**config.mk**
```make
export PLATFORM = sky130hd
export DESIGN_NAME = packet_stream_arbiter
export DESIGN_NICKNAME = d
export VERILOG_FILES = /design/src/rtl/packet_stream_arbiter.sv
export SDC_FILE = /design/constraint.sdc
export NUM_CORES = 1
export LEC_CHECK = 0
export BUFFER_PORTS_ARGS = -buffer_cell sky130_fd_sc_hd__buf_2
export CORE_AREA = 2 2 132 134
export CTS_CLUSTER_DIAMETER = 50
export DETAILED_ROUTE_END_ITERATION = 8
export DIE_AREA = 0 0 134 136
export HOLD_SLACK_MARGIN = 0.05
export SLEW_MARGIN = 20
export SYNTH_ARGS = -nofsm -noshare
export SYNTH_HDL_FRONTEND = slang
export SYNTH_SLANG_ARGS = --single-unit
```
**constraint.sdc**
```tcl
create_clock -name clk -period 2.83 [get_ports clk]
set_input_delay 0.283 -clock clk [delete_from_list [all_inputs] [get_ports clk]]
set_output_delay 0.283 -clock clk [all_outputs]
set_load 0.1 [all_outputs]
```
**src/rtl/packet_stream_arbiter.sv**
```systemverilog
// Round-robin packet arbiter: feeds one shared decoder from NUM_PORTS word streams,
// one whole packet per grant, and tags each decoded packet with its source port.
module packet_stream_arbiter #(
  parameter int unsigned NUM_PORTS        = 4,
  parameter int unsigned PORT_W           = 2,
  parameter int unsigned WORDS_PER_PACKET = 2,
  parameter int unsigned DECODE_LATENCY   = 2
) (
  input  logic                      clk,
  input  logic                      reset,
  input  logic                      enable,
  input  logic [NUM_PORTS-1:0]      req_valid,
  input  logic [64*NUM_PORTS-1:0]   req_data,
  output logic [NUM_PORTS-1:0]      req_pop,
  output logic [63:0]               dec_data,
  output logic                      dec_push,
  output logic [PORT_W-1:0]         tag_src,
  output logic                      tag_valid,
  output logic                      busy
);

  localparam int unsigned DATA_W    = 64;
  localparam int unsigned CNT_W     = $clog2(WORDS_PER_PACKET + 1);
  localparam int unsigned TAG_DEPTH = 1 + DECODE_LATENCY;

  typedef enum logic {IDLE = 1'b0, GRANT = 1'b1} state_t;

  state_t                 state, state_d;
  logic [PORT_W-1:0]      gnt, gnt_d;
  logic [PORT_W-1:0]      rr_ptr, rr_ptr_d;
  logic [PORT_W-1:0]      sel, pop_port;
  logic [CNT_W-1:0]       word_cnt, word_cnt_d;
  logic                   sel_found, pop, last_pop;
  logic [TAG_DEPTH-1:0]   tag_v;
  logic [PORT_W-1:0]      tag_s [TAG_DEPTH];
  logic [DATA_W-1:0]      words [NUM_PORTS];

  for (genvar i = 0; i < int'(NUM_PORTS); i++) begin : g_words
    assign words[i] = req_data[DATA_W*i +: DATA_W];
  end

  // First valid port at or after rr_ptr, wrapping upward.
  always_comb begin
    int unsigned idx;
    logic [PORT_W-1:0] pidx;
    sel       = rr_ptr;
    sel_found = 1'b0;
    idx       = 0;
    pidx      = '0;
    for (int unsigned k = 0; k < NUM_PORTS; k++) begin
      idx = 32'(rr_ptr) + k;
      if (idx >= NUM_PORTS) idx = idx - NUM_PORTS;
      pidx = PORT_W'(idx);
      if (!sel_found && req_valid[pidx]) begin
        sel_found = 1'b1;
        sel       = pidx;
      end
    end
  end

  // Next state, grant bookkeeping and the combinational pop.
  // tag_v[0] marks the cycle right after a last pop: that cycle is the
  // mandatory gap that lets the decoder drain before the next packet starts.
  always_comb begin
    state_d    = state;
    gnt_d      = gnt;
    rr_ptr_d   = rr_ptr;
    word_cnt_d = word_cnt;
    req_pop    = '0;
    pop        = 1'b0;
    last_pop   = 1'b0;
    pop_port   = gnt;
    unique case (state)
      IDLE: begin
        if (enable && sel_found && !tag_v[0]) begin
          gnt_d    = sel;
          pop_port = sel;
          pop      = 1'b1;
          rr_ptr_d = (sel == PORT_W'(NUM_PORTS - 1)) ? '0 : sel + PORT_W'(1);
          if (WORDS_PER_PACKET == 1) begin
            last_pop   = 1'b1;
            word_cnt_d = '0;
          end else begin
            word_cnt_d = CNT_W'(1);
            state_d    = GRANT;
          end
        end
      end
      GRANT: begin
        if (req_valid[gnt]) begin
          pop = 1'b1;
          if (word_cnt == CNT_W'(WORDS_PER_PACKET - 1)) begin
            last_pop   = 1'b1;
            word_cnt_d = '0;
            state_d    = IDLE;
          end else begin
            word_cnt_d = word_cnt + CNT_W'(1);
          end
        end
      end
      default: state_d = IDLE;
    endcase
    if (pop && !reset) req_pop[pop_port] = 1'b1;
  end

  always_ff @(posedge clk or posedge reset) begin
    if (reset) begin
      state    <= IDLE;
      gnt      <= '0;
      rr_ptr   <= '0;
      word_cnt <= '0;
      dec_data <= '0;
      dec_push <= 1'b0;
      tag_v    <= '0;
      for (int i = 0; i < int'(TAG_DEPTH); i++) tag_s[i] <= '0;
    end else begin
      state    <= state_d;
      gnt      <= gnt_d;
      rr_ptr   <= rr_ptr_d;
      word_cnt <= word_cnt_d;
      dec_push <= pop;
      if (pop) dec_data <= words[pop_port];
      tag_v[0] <= last_pop;
      tag_s[0] <= last_pop ? pop_port : '0;
      for (int i = 1; i < int'(TAG_DEPTH); i++) begin
        tag_v[i] <= tag_v[i-1];
        tag_s[i] <= tag_s[i-1];
      end
    end
  end

  assign tag_valid = tag_v[TAG_DEPTH-1];
  assign tag_src   = tag_s[TAG_DEPTH-1];
  assign busy      = (state == GRANT) | dec_push | (|tag_v);

endmodule

```
==> results of run 1 <==
## flip-flops by register name, indices dropped and copies added, names as in the netlist
name      flops
gnt           2
state         1
tag_src       2
word_cnt      2
rr_ptr        2
tag_v         3
tag_s         4
dec_push      1
dec_data     64
## timing repair
item,in CTS,in global routing
resized for setup,0,1
hold endpoints to repair,2,0
hold buffers,1,0
endpoints found under the setup margin,0,2
## cells in the mapped netlist (all sizes together) (3+ instances only)
library cell,instances,area [um2]
nor2b,3,18.77
nand2,18,67.56
buf,45,290.3
dfrtp,81,2027
inv,4,15.01
and2,4,25.02
nor2,69,259.0
a31oi,94,588.1
nor3,4,20.02
o21ai,7,35.03
clkbuf,27,101.4
o211ai,65,493.0
and3,3,18.77
a22oi,30,225.2
a221oi,34,297.8
nand3,37,185.2
a21oi,3,26.28
## worst register-to-register path: stages (launching register included)
cell	delay, ns
dfrtp_1	0.39
nor3b_1	0.29
buf_4	0.20
nand2_1	0.23
a32oi_4	0.32
buf_4	0.40
a221oi_1	0.18
a31oi_1	0.20
## metrics by stage
step	util, %	cells	setup slack [ns]	TNS (ns)
finish	42.32	1076	0.1832	0
floorplan	-	553	-0.3220	-0.3220
global placement	40.47	1059	0.2321	0
global route	42.32	1076	0.04285	0
detailed placement	40.47	1059	0.2291	0
CTS	42.31	1076	0.07894	0
## metal layers
metal  vias to the layer above  global-route usage (%)  part of all wire [%]
li1                       2761                       -                     -
met1                      2842                   28.66                    41
met2                       322                   38.49                    48
met3                        42                   4.251                   7.8
met4                         2                   9.456                   2.6
met5                         -                       0                 0.038
## how the worst min path moves through the flow
stage | start | endpoint | slack [ns]
floorplan | tag_s[4] | tag_s[2] | 0.33
global placement | reset | dec_data[57] | 0.27
detailed placement | reset | dec_data[57] | 0.25
CTS | req_data[219] | dec_data[27] | 0.18
global route | req_data[217] | dec_data[25] | 0.18
finish | req_data[220] | dec_data[28] | 0.19
## area by class of cell
cell class                      instances  area share, %
Clock buffer                            9          3.153
Clock inverter                          7          1.069
Inverter                                4         0.2628
Multi-Input combinational cell        396          36.07
Sequential cell                        81          28.38
Tap cell                              225          3.942
Timing Repair Buffer                  354          27.12
## cells by family (layout without fill, tap and decap cells)
kind of cell               count (synthesis)  in the layout  share of synthesized area, %
muxes                                      3              3                        0.9143
adders and majority gates                  1              1                        0.2540
buffers and inverters                     76            374                         8.255
and+or+nand+nor                          148            148                         13.61
AOI/OAI and AO/OA                        244            244                         35.81
DFF                                       81             81                         41.15
==> impl_metrics.yaml, run 1 <==
status:
  status: "complete, no violations"
clock_tree:
  insertion_delay_ns: 0.34
  cts_tree: "done"
  numCtsBuffers: 9
  cts_sinks: 81
  post_cts_buffers: 0
  clk_pin_slew_ns: 0.07
  cts_buffer_depth: 2
  htreeDepth: 3
  root_buffer: "clkbuf_16"
global_routing:
  grt_pass1_vias: 6044
  grt_max_degree: 67
  grt_pass1_wl_um: 32090
  grt_overflow_total: 0
  grt_usage_pct: 22.77
  grt_antenna_before_repair: 1
synthesis:
  synth-seq-area-share_pct: 41.15
  syn-cell-area_mm2: 0.004926
  async_reset_ff_share_pct: 100.0
  ys_ff_latch: 81
  synth_flop_cell: "dfrtp_1"
  yosysWarnings: 0
  yosysUniqueCellTypes: 43
  synthCells: 553
  synth-edff-count: 0
  synth.avg_cell_area_um2: 8.908
  synth.net_count: 817
setup_path:
  regToRegSetupSlack_ns: 0.51
  path_cells: "nor3b_1 -> buf_4 -> nand2_1 -> o21ai_4 -> o21ai_0 -> nor3_2 -> buf_2"
  required_ns: 2.55
  cp_slowest_cell: "buf_2"
  setup.worst_path.end: "req_pop[2]"
  slowest_delay_ns: 0.45
  path_buf_inv: 2
  startpoint: "tag_v[0]"
  rr_worst_depth: 7
  reg2reg_from: "tag_v[0]"
  path_class: "flip-flop to primary output"
  path_delay_family: "simple AND/OR/NAND/NOR gates"
  start_kind: "flip-flop"
  crit_cells: 7
  r2r-end: "dec_data[35]"
  arrival_ns: 2.36
  crit_fanout: 8
  endpoint_kind: "primary output"
floorplan:
  initial_core_util_pct: 29.19
  die_area_mm2: 0.01822
  num_rows: 48
  die-height_um: 136
  coreArea_mm2: 0.01688
  die-width_um: 134
  pin_count: 336
timing:
  drv_slew: 0
  setup_viol: 0
  fmax_mhz: 377.8
  fin_skew_ns: 0.006020
  relSlewSlack_pct: 54.33
  min_period_ns: 2.647
  rsz0062_at_grt: "no"
  tightest_slew_ns: 0.6850
  hold_ws_ns: 0.1914
  finalHoldViolCount: 0
  fin_crit_sh_pct: 93.53
route:
  first_pass_iters: 4
  drc: 0
  ant_nets: 0
  vias_per_cell: 5.547
  vias: 5969
  drt_wl_total_um: 21230
  drt-initial-drc-count: 363
  wire_per_inst_um: 19.73
run:
  maxCapViolCount: 0
min_path:
  worstHoldPathType: "primary input to flip-flop"
  holdPathStages: 3
placement:
  place_area_mm2: 0.006829
  io_buffers: 335
  gp_congestion: 0.8547
  dp_hpwl_um: 14470
finish:
  nNetsFinal: 1110
  fin_area_mm2: 0.007142
  layout_commonest_cell: "buf_2"
  n_antenna_cell: 0
  multi_input_area_mm2: 0.002576
  n_fill_cell: 1690
  syn_to_final_growth_pct: 44.98
  ff_latch_area_mm2: 0.002027
  layout_common_cells: "buf_2 (334), a31oi_1 (94), dfrtp_1 (81)"
  drive_gt1_share_pct: 45.36
Power of run 1 is left out: the tool's default activity adds up to more than one toggle a clock period on the data nets, which glitch-free logic cannot reach.
==> run 2, diff against run 1 <==
- clock period: 2.83 -> 2.93 ns (I/O delays scaled with it)
==> impl_metrics.yaml, run 2 (synthesis gave the netlist of run 1 again) <==
finish:
  top_register: "dec_data"
  n_fill_cell: 1767
  layout_common_cells: "buf_2 (335), a31oi_1 (94), dfrtp_1 (81)"
  nNetsFinal: 1106
  layout_commonest_cell: "buf_2"
  syn_to_final_growth_pct: 44.12
  largestRegisters: "dec_data: 64 flops, tag_s: 4 flops, tag_v: 3 flops"
  fin_cells: 1073
  fin_area_mm2: 0.007099
  drive_gt1_share_pct: 45.10
  largest_register_ffs: 64
global_routing:
  grt_usage_pct: 21.87
  grt_max_degree: 67
  grt_pass1_vias: 5742
  grt_pass1_wl_um: 31210
  grt_antenna_before_repair: 2
  grt_overflow_total: 0
timing:
  finalHoldViolCount: 0
  setup_viol: 0
  fin_crit_sh_pct: 92.25
  fin_skew_ns: 0.005704
  min_period_ns: 2.703
  fmax_mhz: 370.0
  tightest_slew_ns: 0.6717
  drv_slew: 0
  relSlewSlack_pct: 55.22
  rsz0062_at_grt: "no"
setup_path:
  crit_fanout: 8
  arrival_ns: 2.41
  required_ns: 2.64
  path_class: "flip-flop to primary output"
  endpoint_kind: "primary output"
  start_kind: "flip-flop"
clock_tree:
  clk_pin_slew_ns: 0.07
  cts_hold_buf: 0
  numCtsBuffers: 9
  cts_sinks: 81
  cts_buffer_depth: 2
  insertion_delay_ns: 0.34
  root_buffer: "clkbuf_16"
  ctsResizeCount: 0
  cts_tree: "done"
  htreeDepth: 3
  post_cts_buffers: 0
placement:
  dp_hpwl_um: 14150
  io_buffers: 335
  dp.cells: 1056
  gp_congestion: 0.8259
  place_area_mm2: 0.006792
floorplan:
  coreArea_mm2: 0.01688
  initial_core_util_pct: 29.19
  die-height_um: 136
  pin_count: 336
  die-width_um: 134
  die_area_mm2: 0.01822
  num_rows: 48
route:
  vias_per_cell: 5.512
  drt_wl_total_um: 20760
  first_pass_iters: 5
  wire_per_inst_um: 19.35
  ant_nets: 0
  drt-initial-drc-count: 371
  vias: 5914
  drc: 0
status:
  status: "complete, no violations"
run:
  maxCapViolCount: 0
min_path:
  worstHoldPathType: "primary input to asynchronous set/reset pin"
==> run 2: changes by cell type in the layout (fill, tap and decap cells not counted), moves of 2 or more <==
| cell | delta |
|---|---|
| buf_4 | -3 |
| clkinv_4 | +2 |
| clkinvlp_4 | -2 |
| inv_6 | -2 |
==> run 2: path summary, 6_finish.rpt <==
kind                                     from            to  slack [ns]  cells past startpoint
worst min-delay path                    reset  dec_data[39]        0.16                      3
worst max-delay path                 tag_v[0]    req_pop[1]        0.23                      6
worst min register to register       tag_s[4]      tag_s[2]        0.35                      0
min in group clk                req_data[221]  dec_data[29]        0.20                      3
worst max register to register       tag_v[0]  dec_data[12]        0.69                      6
max in group asynchronous               reset  dec_data[10]        1.73                      4
==> run 2: per-layer routing <==
| layer | GRT usage, % | share of wire (%) | up-vias |
|---|---|---|---|
| met5 | 0 | 0.039 | - |
| met3 | 4.586 | 7.4 | 48 |
| met2 | 36.04 | 48 | 295 |
| li1 | - | - | 2756 |
| met1 | 27.59 | 42 | 2813 |
| met4 | 9.988 | 3.0 | 2 |
==> run 2: worst max-delay path, stage by stage, from the launching register on <==
cell	delay, ns
dfrtp_1	0.39
nor3b_1	0.24
buf_4	0.18
nand2_1	0.23
a32oi_4	0.31
and3_1	0.26
buf_2	0.45
==> run 2: layout make-up <==
class                      instances  area, um2  share of cell area (%)
tap                              225      281.5                   3.965
timing repair buffer             350       1889                   26.61
multi-input combinational        396       2575                   36.27
sequential                        81       2027                   28.55
clock buffer                      10      239.0                   3.366
clock inverter                     6      66.31                  0.9341
inverter                           4      18.77                  0.2644
antenna                            1      2.502                 0.03525
==> run 2: stage by stage <==
stage                     utilization (%)  hold slack, ns  setup TNS (ns)  setup WS, ns
after floorplan                         -          0.3312         -0.2320       -0.2320
after global placement              40.24          0.3310               0        0.3668
after detailed placement            40.24          0.3347               0        0.3785
after CTS                           42.05          0.1739               0        0.1798
after global routing                42.07          0.2099               0       0.06177
final                               42.07          0.1628               0        0.2271
Power of run 2 is left out for the same reason.
